$ cat src/rtl/baud_gen_pkg.sv
// Shared defaults and the 12 MHz divisor preset table for the baud-rate generator.
package baud_gen_pkg;

  localparam int OVS_DEF    = 16;
  localparam int DIV_MIN    = 2;
  localparam int DIV_W_DEF  = 16;
  localparam int FRAC_W_DEF = 4;

  // 12 MHz system clock, 16x oversampling: integer / sixteenths of a cycle
  localparam int PRESET_9600_INT    = 78;
  localparam int PRESET_9600_FRAC   = 2;
  localparam int PRESET_19200_INT   = 39;
  localparam int PRESET_19200_FRAC  = 1;
  localparam int PRESET_38400_INT   = 19;
  localparam int PRESET_38400_FRAC  = 9;
  localparam int PRESET_57600_INT   = 13;
  localparam int PRESET_57600_FRAC  = 0;
  localparam int PRESET_115200_INT  = 6;
  localparam int PRESET_115200_FRAC = 8;

  typedef enum logic [2:0] {
    BAUD_9600,
    BAUD_19200,
    BAUD_38400,
    BAUD_57600,
    BAUD_115200
  } baud_sel_e;

  typedef struct packed {
    logic [15:0] div_int;
    logic [3:0]  div_frac;
  } baud_preset_t;

  function automatic baud_preset_t preset_12m(input baud_sel_e sel);
    baud_preset_t p;
    p = '0;
    case (sel)
      BAUD_9600:   p = '{div_int: 16'(PRESET_9600_INT),   div_frac: 4'(PRESET_9600_FRAC)};
      BAUD_19200:  p = '{div_int: 16'(PRESET_19200_INT),  div_frac: 4'(PRESET_19200_FRAC)};
      BAUD_38400:  p = '{div_int: 16'(PRESET_38400_INT),  div_frac: 4'(PRESET_38400_FRAC)};
      BAUD_57600:  p = '{div_int: 16'(PRESET_57600_INT),  div_frac: 4'(PRESET_57600_FRAC)};
      BAUD_115200: p = '{div_int: 16'(PRESET_115200_INT), div_frac: 4'(PRESET_115200_FRAC)};
      default:     p = '{div_int: 16'(PRESET_9600_INT),   div_frac: 4'(PRESET_9600_FRAC)};
    endcase
    return p;
  endfunction

endpackage

$ cat src/rtl/baud_div_core.sv
// Period counter with optional fractional accumulator (BAUD_GEN_FRAC_EN).
// wrap is high for the enabled cycle that ends a period.
module baud_div_core
  import baud_gen_pkg::*;
#(
  parameter int DIV_W  = DIV_W_DEF,
  parameter int FRAC_W = FRAC_W_DEF
) (
  input  logic              clk,
  input  logic              rst_n,
  input  logic              en,
  input  logic              clr,
  input  logic [DIV_W-1:0]  act_int,
  input  logic [FRAC_W-1:0] act_frac,
  output logic              wrap
);

  logic [DIV_W-1:0] cnt;
  logic [DIV_W-1:0] last;

`ifdef BAUD_GEN_FRAC_EN
  logic [FRAC_W-1:0] acc;
  logic              carry;
  logic [FRAC_W:0]   sum;

  // A carry out of the previous period stretches this one by one cycle.
  assign last = act_int - DIV_W'(1) + DIV_W'(carry);
  assign sum  = {1'b0, acc} + {1'b0, act_frac};

  always_ff @(posedge clk or negedge rst_n) begin
    if (!rst_n) begin
      acc   <= '0;
      carry <= 1'b0;
    end else if (clr) begin
      acc   <= '0;
      carry <= 1'b0;
    end else if (wrap) begin
      acc   <= sum[FRAC_W-1:0];
      carry <= sum[FRAC_W];
    end
  end
`else
  logic unused_frac;
  assign unused_frac = ^act_frac;
  assign last        = act_int - DIV_W'(1);
`endif

  assign wrap = en && !clr && (cnt == last);

  always_ff @(posedge clk or negedge rst_n) begin
    if (!rst_n) begin
      cnt <= '0;
    end else if (clr) begin
      cnt <= '0;
    end else if (en) begin
      if (cnt == last) cnt <= '0;
      else             cnt <= cnt + DIV_W'(1);
    end
  end

endmodule

$ cat src/rtl/baud_gen.sv
// Fractional baud-rate generator: divisor shadowing plus oversample/mid/bit ticks.
// Fractional divisor support is compiled in only with BAUD_GEN_FRAC_EN defined.
module baud_gen
  import baud_gen_pkg::*;
#(
  parameter int DIV_W    = DIV_W_DEF,
  parameter int FRAC_W   = FRAC_W_DEF,
  parameter int OVS      = OVS_DEF,
  parameter int DIV_RST  = PRESET_9600_INT,
  parameter int FRAC_RST = PRESET_9600_FRAC
) (
  input  logic              clk,
  input  logic              rst_n,
  input  logic              en,
  input  logic              sync,
  input  logic [DIV_W-1:0]  div_int,
  input  logic [FRAC_W-1:0] div_frac,
  input  logic              div_load,
  output logic              tick_ovs,
  output logic              tick_mid,
  output logic              tick_bit,
  output logic              cfg_err
);

  localparam int OVS_W = $clog2(OVS);

  logic [DIV_W-1:0]  act_int;
  logic [DIV_W-1:0]  pend_int;
  logic [FRAC_W-1:0] act_frac;
  logic              pend_vld;
  logic              load_ok;
  logic              load_bad;
  logic              apply_now;
  logic              clr;
  logic              wrap;
  logic [OVS_W-1:0]  ovs_cnt;

  // div_load is a single-cycle pulse; no handshake. A valid load applies at
  // once when sync coincides or the counter is idle, else at the next period end.
  assign load_ok   = div_load && (div_int >= DIV_W'(DIV_MIN));
  assign load_bad  = div_load && !load_ok;
  assign apply_now = load_ok && (sync || !en);
  assign clr       = sync || apply_now;

  always_ff @(posedge clk or negedge rst_n) begin
    if (!rst_n) begin
      act_int  <= DIV_W'(DIV_RST);
      pend_int <= '0;
      pend_vld <= 1'b0;
    end else if (apply_now || (load_ok && wrap)) begin
      act_int  <= div_int;
      pend_vld <= 1'b0;
    end else if (load_ok) begin
      pend_int <= div_int;
      pend_vld <= 1'b1;
    end else if (wrap && pend_vld) begin
      act_int  <= pend_int;
      pend_vld <= 1'b0;
    end
  end

`ifdef BAUD_GEN_FRAC_EN
  logic [FRAC_W-1:0] pend_frac;

  always_ff @(posedge clk or negedge rst_n) begin
    if (!rst_n) begin
      act_frac  <= FRAC_W'(FRAC_RST);
      pend_frac <= '0;
    end else if (apply_now || (load_ok && wrap)) begin
      act_frac  <= div_frac;
    end else if (load_ok) begin
      pend_frac <= div_frac;
    end else if (wrap && pend_vld) begin
      act_frac  <= pend_frac;
    end
  end
`else
  localparam int unused_frac_rst = FRAC_RST;
  logic unused_div_frac;
  assign unused_div_frac = ^div_frac;
  assign act_frac        = '0;
`endif

  baud_div_core #(
    .DIV_W  (DIV_W),
    .FRAC_W (FRAC_W)
  ) u_core (
    .clk      (clk),
    .rst_n    (rst_n),
    .en       (en),
    .clr      (clr),
    .act_int  (act_int),
    .act_frac (act_frac),
    .wrap     (wrap)
  );

  // Mid/bit ticks are decoded from the count before increment so they line up with tick_ovs.
  always_ff @(posedge clk or negedge rst_n) begin
    if (!rst_n) begin
      tick_ovs <= 1'b0;
      tick_mid <= 1'b0;
      tick_bit <= 1'b0;
      cfg_err  <= 1'b0;
      ovs_cnt  <= '0;
    end else begin
      tick_ovs <= wrap;
      tick_mid <= wrap && (ovs_cnt == OVS_W'(OVS/2 - 1));
      tick_bit <= wrap && (ovs_cnt == OVS_W'(OVS - 1));
      cfg_err  <= load_bad;
      if (clr)       ovs_cnt <= '0;
      else if (wrap) ovs_cnt <= ovs_cnt + OVS_W'(1);
    end
  end

endmodule

$ cat config.mk
export PLATFORM = sky130hd
export DESIGN_NAME = baud_gen
export DESIGN_NICKNAME = d
export VERILOG_FILES = /design/src/rtl/baud_gen_pkg.sv /design/src/rtl/baud_div_core.sv /design/src/rtl/baud_gen.sv
export SDC_FILE = /design/constraint.sdc
export NUM_CORES = 1
export LEC_CHECK = 0
export ABC_CLOCK_PERIOD_IN_PS = 3340
export BUFFER_PORTS_ARGS = -buffer_cell sky130_fd_sc_hd__buf_4
export CAP_MARGIN = 15
export CORE_UTILIZATION = 45
export DETAILED_ROUTE_END_ITERATION = 8
export PLACE_DENSITY = 0.65
export SYNTH_ARGS = -nofsm -noshare
export SYNTH_HDL_FRONTEND = slang
export SYNTH_SLANG_ARGS = --single-unit
$ cat constraint.sdc
create_clock -name clk -period 3.34 [get_ports clk]
set_clock_uncertainty 0.1 [all_clocks]
set_input_delay 0 -clock clk [delete_from_list [all_inputs] [get_ports clk]]
set_output_delay 0 -clock clk [all_outputs]
set_load 0.005 [all_outputs]
==> reports/metrics.cfg, run 1 <==
[synthesis]
synthCells=367
yosys-top-cells-area=dfrtp_1 39%, a21oi_1 6.1%, mux2_2 5.4%
synth_fp_nets=395
synth-seq-cells=57
async_flop_share=1.00
seq_area_frac_synth=0.426
yosysWarnings=0
synth_top_cell_area_share=0.395
ys.flop_type=dfrtp_1
netlist_area_mm2=0.00336
synth_edf_count=0
syn_area_per_cell_um2=9.16
synth_largest_area_cell=dfrtp_1
synth_cell_types=50

[sta]
setup_violations=0
fmax_mhz=303
worst_pin_slew_ps=1130
drv_slew=0
period_minus_slack_ps=3310
slew_headroom=0.246
hold_viol=1
period_share=0.990
hold_ws_ps=-0.304

[detailed_routing]
postRouteAntennaNets=0
drcViolationCount=0
routed_via_density=5.82
drtPass1Iterations=5
drt_iter0_drc=198
routed_wire_length_per_instance_um=16.8
vias=3062
routed_wl_um=8840

[final_layout]
area_growth_pct=25.7
multi_input_area_mm2=0.00183
diodes=0
final_util=0.582
drive_above_1_share=0.227
ff_latch_area_mm2=0.00143
fin_nets=450
fillerInstances=645

[clock_tree]
root_buffer=clkbuf_8
clk_path_buf_depth=2
tritoncts=built
clk_latency_ps=350
cts.htree.levels=3
cts_inserted_buffers=9
cts_sinks=57
clkSlewWorstSetupHoldPaths_ps=70

[global_route]
grt-ovfl-total=0
grt_pass1_vias=2783
grt_usage=0.240
grt_max_degree=58
antenna_found_initial=0
grt_pass1_wl_um=14100

[critical_path]
critPathSlowestCell=or4_4
crit_chain=or4_4 > or4b_1 > a311oi_2 > o22ai_2 > or4_4 > nand3_4 > clkbuf_16 > mux2_2
cp_num_buf_inv=1
critPathArrivalTime_ps=3430
critical_path.max_fanout=8
cp_slowest_stage_delay_ps=590
cp_top_family=simple AND/OR/NAND/NOR gates
start_kind=flip-flop
critPathRequiredTime_ps=3470
critPathKind=reg -> reg
crit_path_frequent_cell=or4_4
setup.worst_path.end_class=flip-flop

[placement]
portBuffers=24
place_hpwl_um=5960
gp_congestion=0.851

[die]
rows=31
fp.dieArea_mm2=0.00782
dieHeight_um=88.4
io_pins=29
die_w_um=88.4
start_util=0.463
coreArea_mm2=0.00725

[power_and_ir_drop]
p_comb_frac=0.177
p_leak_uw=0.00170
power_density_mw_per_mm2=419
p_sw_uw=513
ir_worst_vdd_mv=0.329
internal_power_uw=1260
p_seq_frac=0.456
clock_power_share=0.367
p_sw_frac=0.290

[hold_path]
hold_path.class=in -> reg

[run_status]
violations=negative hold slack
outcome=complete, but fails checks

[flow_run]
maxCapViolCount=0

kinds of logic (layout without fill, tap and decap cells):
family,Yosys count,count (layout),synth area share
AND/OR/NAND/NOR,121,121,0.195
AO/OA/AOI/OAI,106,106,0.196
flip-flops,57,57,0.426
buffers and inverters,36,96,0.0439
XOR/XNOR,25,25,0.0652
multiplexers,19,19,0.0625
adder cells (fa/ha/maj),3,3,0.0112
cell usage after synthesis, types with 3 or more instances:
library cell and instances:
mux2_2 16, o22ai_1 4, nand4_1 8, nand3_1 15, or4_1 6, a2bb2oi_1 16
nand2_1 15, dfstp_2 4, ha_1 3, clkbuf_1 19, or3_1 3, o21ai_0 23
and3_1 6, dfrtp_1 53, o311ai_0 4, mux2i_1 3, a21oi_1 41, xnor2_1 16
xor2_1 9, nor3_1 24, inv_1 13, nor2_1 21, nor4_1 8, a31oi_1 5
path summary, 6_finish.rpt:
kind	start	endpoint	slack (ps)	cells past startpoint
max in group asynchronous	rst_n	pend_int[6]	2470	2
worst max register to register	act_int[8]	pend_int[5]	30	8
worst max-delay path	act_int[8]	pend_int[5]	30	8
worst min-delay path	en	ovs_cnt[3]	-0.3	4
worst min register to register	ovs_cnt[3]	tick_mid	380	1
min in group asynchronous	rst_n	u_core.cnt[8]	160	2
layer usage:
layer	vias to the layer above	track usage	wire (µm)
met1	1492	0.350	4210
met3	13	0.0485	355
met5	-	0	0
met4	0	0.0748	105
li1	1474	-	-
met2	83	0.359	4170
repair_timing:
action,in CTS,in global routing
buffers inserted,0,2
resized for setup,0,10
endpoints found under the hold margin,89,0
endpoints found under the setup margin,0,47
hold buffers,20,0
sequential cells by signal (all words and copies together), names as in the netlist:
| signal | cells |
|---|---|
| ovs_cnt | 4 |
| tick_ovs | 1 |
| tick_bit | 1 |
| act_int | 16 |
| pend_vld | 1 |
| cfg_err | 1 |
| tick_mid | 1 |
| pend_int | 16 |
| u_core.cnt | 16 |
power by group through the flow:
stage | clock network (µW) | logic, µW | registers, µW
floorplan | 0 | 180 | 808
global route | 684 | 344 | 814
detailed placement | 0 | 283 | 819
global placement | 0 | 276 | 815
CTS | 654 | 302 | 806
finish | 650 | 313 | 807
metrics by stage:
step / cells / worst slack, ps / power (µW) / TNS, ps / area (µm²)
floorplan: 367 / 112 / 988 / 0 / 3360
global placement: 487 / 46.4 / 1090 / 0 / 3740
detailed placement: 487 / 29.9 / 1100 / 0 / 3740
CTS: 523 / 12.2 / 1760 / 0 / 4140
global route: 526 / -11.7 / 1840 / -30.4 / 4220
finish: 526 / 34.8 / 1770 / 0 / 4220
cell usage in the layout, fill, tap and decap left out, types with 4 or more instances in the layout:
cell type,count
inv_1,13
nor4_1,8
a21oi_1,40
or4_1,4
a2bb2oi_1,16
nand3_1,15
nor3_1,23
a31oi_1,5
mux2_2,16
nand4_1,8
or4_4,4
clkbuf_8,9
dfstp_2,4
xor2_1,9
dfrtp_1,53
xnor2_1,16
nand2_1,14
o311ai_0,4
and3_1,6
o21ai_0,23
buf_4,44
nor2_1,21
dlygate4sd3_1,20
final cells by class:
class	count	area share
Clock buffer	9	0.0293
Sequential cell	57	0.339
Inverter	13	0.0116
Clock inverter	7	0.0169
Tap cell	99	0.0293
Multi-Input combinational cell	274	0.433
Timing Repair Buffer	67	0.141
worst reg2reg max path, stage by stage, from the launching register on:
cell and delay, ps:
dfrtp_1 390, or4_4 550, or4b_1 510, a311oi_2 280
o22ai_2 130, or4_4 590, nand3_4 140, clkbuf_16 180
mux2_2 320
Note: power is estimated with default switching activity, not from simulation.
==> run 2, diff against run 1 <==
- SYNTH_HIERARCHICAL: unset -> 1
==> run 2 against run 1 <==
Compared with the run above: the flow finishes with violations (negative setup slack); setup slack got worse by 36 ps; highest routed layer unchanged; utilization is 3.6 points higher; synthesized area rose by 4.0%; sequential cell count unchanged.
==> reports/metrics.cfg, run 2 <==
[global_route]
grt_pass1_vias=2716  ; was 2783
grt_max_degree=58  ; unchanged
grt-ovfl-total=0  ; unchanged
grt_usage=0.202  ; was 0.240
grt_pass1_wl_um=13000  ; was 14100 µm
antenna_found_initial=0  ; unchanged

[placement]
gp_congestion=0.786  ; was 0.851
place_hpwl_um=5370  ; was 5960 µm
place_area_mm2=0.00401  ; was 0.00374 mm²
portBuffers=24  ; unchanged

[sta]
period_share=1.00  ; was 0.990
drv_slew=0  ; unchanged
hold_viol=0  ; was 1
setup_violations=1  ; was 0
slew_headroom=0.513  ; was 0.246
hold_ws_ps=22.9  ; was -0.304 ps
rsz0062_at_grt=yes
timing.final.ws_setup_ps=-1.39  ; was 34.8 ps
worst_pin_slew_ps=731  ; was 1130 ps
fmax_mhz=299  ; was 303 MHz
period_minus_slack_ps=3340  ; was 3310 ps

[clock_tree]
cts.htree.levels=3  ; unchanged
cts_inserted_buffers=9  ; unchanged
clk_path_buf_depth=2  ; unchanged
cts_sinks=57  ; unchanged
root_buffer=clkbuf_8  ; unchanged
tritoncts=built  ; unchanged
clk_latency_ps=340  ; was 350 ps
clkSlewWorstSetupHoldPaths_ps=70  ; about the same

[detailed_routing]
routed_wl_um=7920  ; was 8840 µm
drcViolationCount=0  ; unchanged
postRouteAntennaNets=0  ; unchanged
drt_iter0_drc=111  ; was 198
drtPass1Iterations=5  ; unchanged
routed_via_density=5.45  ; was 5.82
routed_wire_length_per_instance_um=16.3  ; was 16.8 µm
vias=2655  ; was 3062

[final_layout]
mostFrequentLayoutCells=58 x buf_4, 52 x dfrtp_1, 26 x mux2_4  ; was 53 x dfrtp_1, 44 x buf_4, 40 x a21oi_1
fin_nets=411  ; was 450
diodes=0  ; unchanged
largestRegisters=act_int x16, pend_int x16, u_core/cnt x16  ; was act_int x16, pend_int x16, u_core.cnt x16
area_growth_pct=30.5  ; was 25.7%
drive_above_1_share=0.423  ; was 0.227
final_common_cell=buf_4  ; was dfrtp_1
fin_area_mm2=0.00456  ; was 0.00422 mm²

[critical_path]
crit_chain=or4_4 > nor3b_4 > a21oi_2 > or4_4 > nor4_4 > and3_4 > nand2_8 > mux2_2 > mux2_4  ; was or4_4 > or4b_1 > a311oi_2 > o22ai_2 > or4_4 > nand3_4 > clkbuf_16 > mux2_2
cp_slowest_stage_delay_ps=530  ; was 590 ps
critical_path.max_fanout=16  ; was 8
rr_endpoint=act_int[12]  ; was pend_int[5]
reg2reg_depth=9  ; was 8
setup.worst_path.end_class=flip-flop  ; unchanged
critPathSlowestCell=or4_4  ; unchanged
start_kind=flip-flop  ; unchanged
critPathRequiredTime_ps=3460  ; was 3470 ps
r2r_start=act_int[5]  ; was act_int[8]
critPathArrivalTime_ps=3460  ; was 3430 ps
crit_path_frequent_cell=or4_4  ; unchanged
reg2reg_setup_slack_ps=-1  ; was 30 ps
critPathKind=reg -> reg  ; unchanged

[power_and_ir_drop]
p_sw_uw=511  ; was 513 µW
internal_power_uw=1530  ; was 1260 µW
ir_worst_vdd_mv=0.263  ; was 0.329 mV
power_density_mw_per_mm2=448  ; was 419 mW/mm²
p_seq_frac=0.400  ; was 0.456
clock_power_share=0.388  ; was 0.367
p_comb_frac=0.212  ; was 0.177
p_leak_uw=0.00202  ; was 0.00170 µW
p_sw_frac=0.250  ; was 0.290

[die]
die_w_um=90.1  ; was 88.4 µm
start_util=0.474  ; was 0.463
coreArea_mm2=0.00737  ; was 0.00725 mm²
io_pins=29  ; unchanged
fp.dieArea_mm2=0.00812  ; was 0.00782 mm²
rows=31  ; unchanged
dieHeight_um=90.1  ; was 88.4 µm

[run_status]
outcome=complete, but fails checks  ; unchanged
violations=negative setup slack  ; was negative hold slack

[synthesis]
synthCells=304  ; was 367
yosysWarnings=6  ; was 0
synth_fp_nets=332  ; was 395
netlist_area_mm2=0.00349  ; was 0.00336 mm²
syn_area_per_cell_um2=11.5  ; was 9.16 µm²

[hold_path]
holdCritStartpoint=sync  ; was en
hold_end=u_core/cnt[1]  ; was ovs_cnt[3]
hold_path.class=in -> reg  ; unchanged
holdPathStages=3  ; was 4

[flow_run]
maxCapViolCount=0  ; unchanged

run 2: worst max path at each step:
stage                          start           to  slack [ps]
after floorplan           act_int[4]  act_int[10]        -120
after global placement    act_int[0]  act_int[12]         -70
after detailed placement  act_int[0]  act_int[12]        -120
after CTS                 act_int[1]  act_int[12]          -6
after global routing      act_int[5]  act_int[15]        -100
final                     act_int[5]  act_int[12]          -1
run 2: power groups by stage:
stage | clock, µW | sequential [µW] | combinational [µW]
final | 793 | 817 | 434
after global routing | 836 | 826 | 470
after CTS | 810 | 815 | 407
after detailed placement | 0 | 826 | 387
after global placement | 0 | 823 | 379
after floorplan | 0 | 818 | 256
run 2: critical path, delay by kind of cell (launching register included):
family           cells  cell delay [ps]
flip-flops           1              450
AO/OA/AOI/OAI        1               90
AND/OR/NAND/NOR      6             2020
multiplexers         2              560
run 2: layout make-up:
cell class | instances | area, µm²
multi-input cells | 224 | 2010
well taps | 99 | 124
repair buffers | 81 | 716
inverters | 10 | 37.5
flip-flops and latches | 57 | 1430
clock buffers | 11 | 141
fillers | 600 | 2810
clock inverters | 5 | 103
run 2: metal layers:
metal / share of wire / GRT usage
met3: 0.025 / 0.0279
met1: 0.46 / 0.266
met2: 0.50 / 0.331
met5: 0 / 0
met4: 0.020 / 0.0927
run 2: metrics by stage:
step | TNS [ps] | worst slack [ps] | total power, µW | instances | utilization
after CTS | -6.09 | -6.09 | 2030 | 484 | 0.605
after global placement | -949 | -67.0 | 1200 | 448 | 0.544
after floorplan | -1230 | -123 | 1070 | 304 | -
final | -1.39 | -1.39 | 2040 | 487 | 0.619
after detailed placement | -2320 | -123 | 1210 | 448 | 0.544
after global routing | -1790 | -96.4 | 2130 | 487 | 0.619
run 2: timing repair:
item,4_1_cts,5_1_grt
resized for setup,3,10
hold buffers,19,0
pin swaps,4,1
endpoints found under the setup margin,32,32
hold endpoints to repair,92,0
gates cloned,0,2
setup buffers,1,1
==> run 3, diff against run 2 <==
- SETUP_SLACK_MARGIN: unset -> 0.4
==> run 3 against run 2 <==
Compared with the run above: count of clock-buffer cells in the layout stayed put; first-iteration DRC count is 39% higher; the run still ends with negative setup slack left; combinational power hardly changed; maximum frequency is 0.99% lower; register-to-register slack worse by 30 ps; power is 0.69% higher; clock power is 0.6% higher; worst hold slack better by 130 ps; cell area is 0.82% higher; global-route usage is 1.2 points higher; sequential power is 0.9% higher.
==> reports/metrics.cfg, run 3 (synthesized netlist as in run 2, its figures left out) <==
[run_status]
outcome=complete, but fails checks  ; unchanged
violations=negative setup slack  ; unchanged

[detailed_routing]
drcViolationCount=0  ; unchanged
postRouteAntennaNets=0  ; unchanged
drt_iter0_drc=154  ; was 111
routed_wl_um=8050  ; was 7920 µm
routed_via_density=5.56  ; was 5.45
routed_wire_length_per_instance_um=16.5  ; was 16.3 µm
vias=2715  ; was 2655
drtPass1Iterations=4  ; was 5

[final_layout]
drive_above_1_share=0.427  ; was 0.423
fin_nets=412  ; was 411
area_growth_pct=31.6  ; was 30.5%
largestRegisters=act_int x16, pend_int x16, u_core/cnt x16  ; unchanged
mostFrequentLayoutCells=55 x buf_4, 52 x dfrtp_1, 26 x mux2_4  ; was 58 x buf_4, 52 x dfrtp_1, 26 x mux2_4
final_common_cell=buf_4  ; unchanged
diodes=0  ; unchanged

[placement]
gp_congestion=0.778  ; was 0.786
place_hpwl_um=5340  ; was 5370 µm
portBuffers=24  ; unchanged

[clock_tree]
root_buffer=clkbuf_8  ; unchanged
tritoncts=built  ; unchanged
clk_path_buf_depth=2  ; unchanged
clk_latency_ps=340  ; about the same
cts_sinks=57  ; unchanged
cts_inserted_buffers=9  ; unchanged
cts.htree.levels=3  ; unchanged
clkSlewWorstSetupHoldPaths_ps=70  ; about the same

[critical_path]
start_kind=flip-flop  ; unchanged
reg2reg_depth=11  ; was 9
setup.worst_path.end_class=flip-flop  ; unchanged
critPathArrivalTime_ps=3490  ; was 3460 ps
critical_path.max_fanout=8  ; was 16
critPathKind=reg -> reg  ; unchanged
critPathRequiredTime_ps=3460  ; about the same

[power_and_ir_drop]
clock_power_share=0.388  ; about the same
p_comb_frac=0.212  ; about the same
internal_power_uw=1540  ; was 1530 µW
p_seq_frac=0.400  ; about the same
power_density_mw_per_mm2=448  ; about the same
ir_worst_vdd_mv=0.447  ; was 0.263 mV
p_sw_frac=0.254  ; was 0.250
p_leak_uw=0.00203  ; was 0.00202 µW
p_sw_uw=522  ; was 511 µW
power_uw=2060  ; was 2040 µW

[sta]
drv_slew=0  ; unchanged
rsz0062_at_grt=yes  ; unchanged
period_minus_slack_ps=3370  ; was 3340 ps
timing.final.ws_setup_ps=-34.9  ; was -1.39 ps
worst_pin_slew_ps=745  ; was 731 ps
period_share=1.01  ; was 1.00
setup_violations=29  ; was 1
slew_headroom=0.503  ; was 0.513
hold_viol=0  ; unchanged
tns_ps=-475  ; was -1.39 ps
fmax_mhz=296  ; was 299 MHz

[global_route]
grt.met1_usage=0.281  ; was 0.266
use_met3=0.0347  ; was 0.0279
grt_usage=0.214  ; was 0.202
grt_max_degree=58  ; unchanged
antenna_found_initial=0  ; unchanged
grt_pass1_wl_um=13700  ; was 13000 µm
grt-ovfl-total=0  ; unchanged
grt_pass1_vias=2752  ; was 2716
met2_usage=0.348  ; was 0.331
busiest_layer=met2  ; unchanged

[die]
rows=31  ; unchanged
start_util=0.474  ; unchanged
dieHeight_um=90.1  ; unchanged
fp.dieArea_mm2=0.00812  ; unchanged
coreArea_mm2=0.00737  ; unchanged
io_pins=29  ; unchanged
die_w_um=90.1  ; unchanged

[hold_path]
hold_path.class=in -> async  ; was in -> reg

[flow_run]
maxCapViolCount=0  ; unchanged

run 3: cell types whose count changed in the layout (fill, tap and decap cells not counted), sizes merged:
| cell | delta |
|---|---|
| clkbuf | -2 |
| buf | +2 |
| dlygate4sd3 | +1 |
run 3: timing repair:
item,CTS,global route
setup endpoints to repair,50,53
hold endpoints to repair,92,0
pin swaps,1,4
buffers inserted,2,1
gates resized for setup,7,7
hold buffers,20,0
cloned,1,1
run 3: power groups by stage:
| stage | clock [µW] | combinational (µW) | sequential [µW] |
|---|---|---|---|
| floorplan | 0 | 266 | 818 |
| global placement | 0 | 385 | 829 |
| detailed placement | 0 | 393 | 832 |
| CTS | 813 | 430 | 820 |
| global route | 836 | 472 | 833 |
| finish | 798 | 436 | 824 |
run 3: final timing paths:
path	startpoint	endpoint	slack [ps]
worst min-delay path	rst_n	u_core/cnt[13]	150
worst max register to register	act_int[4]	pend_int[12]	-30
worst min register to register	ovs_cnt[3]	tick_mid	320
max in group asynchronous	rst_n	act_int[0]	2440
worst max-delay path	act_int[4]	pend_int[12]	-30
min in group clk	ovs_cnt[3]	tick_mid	320
run 3: layout make-up:
type	instances	area (µm²)
clock buffer	11	141
clock inverter	5	103
fill	598	2770
inverter	10	37.5
multi-input combinational	224	2030
sequential	57	1430
tap	99	124
timing repair buffer	82	734
run 3: worst max-delay path, stage by stage, from the launching register on:
cell and delay, ps:
dfrtp_1 420, or4_4 570, nor3b_4 250, a21oi_1 100
or4_4 510, nor4_4 320, and3_4 300, nor2_4 60
nand4_4 80, buf_6 120, buf_12 130, mux2_4 300
run 3: metrics by stage:
step                      hold slack [ps]  utilization  cells  worst slack (ps)  area [µm²]
final                                 152        0.624    488             -34.9        4600
after global routing                  251        0.624    488              -163        4600
after CTS                             190        0.618    486             -22.9        4560
after detailed placement             8.71        0.547    447             -45.4        4030
after global placement               12.5        0.547    447             -22.7        4030
after floorplan                      -396            -    304              -123        3590
run 3: layer usage:
layer	part of all wire	vias to the layer above
met4	0.024	0
met5	0	-
met2	0.48	49
li1	-	1299
met3	0.024	16
met1	0.47	1351
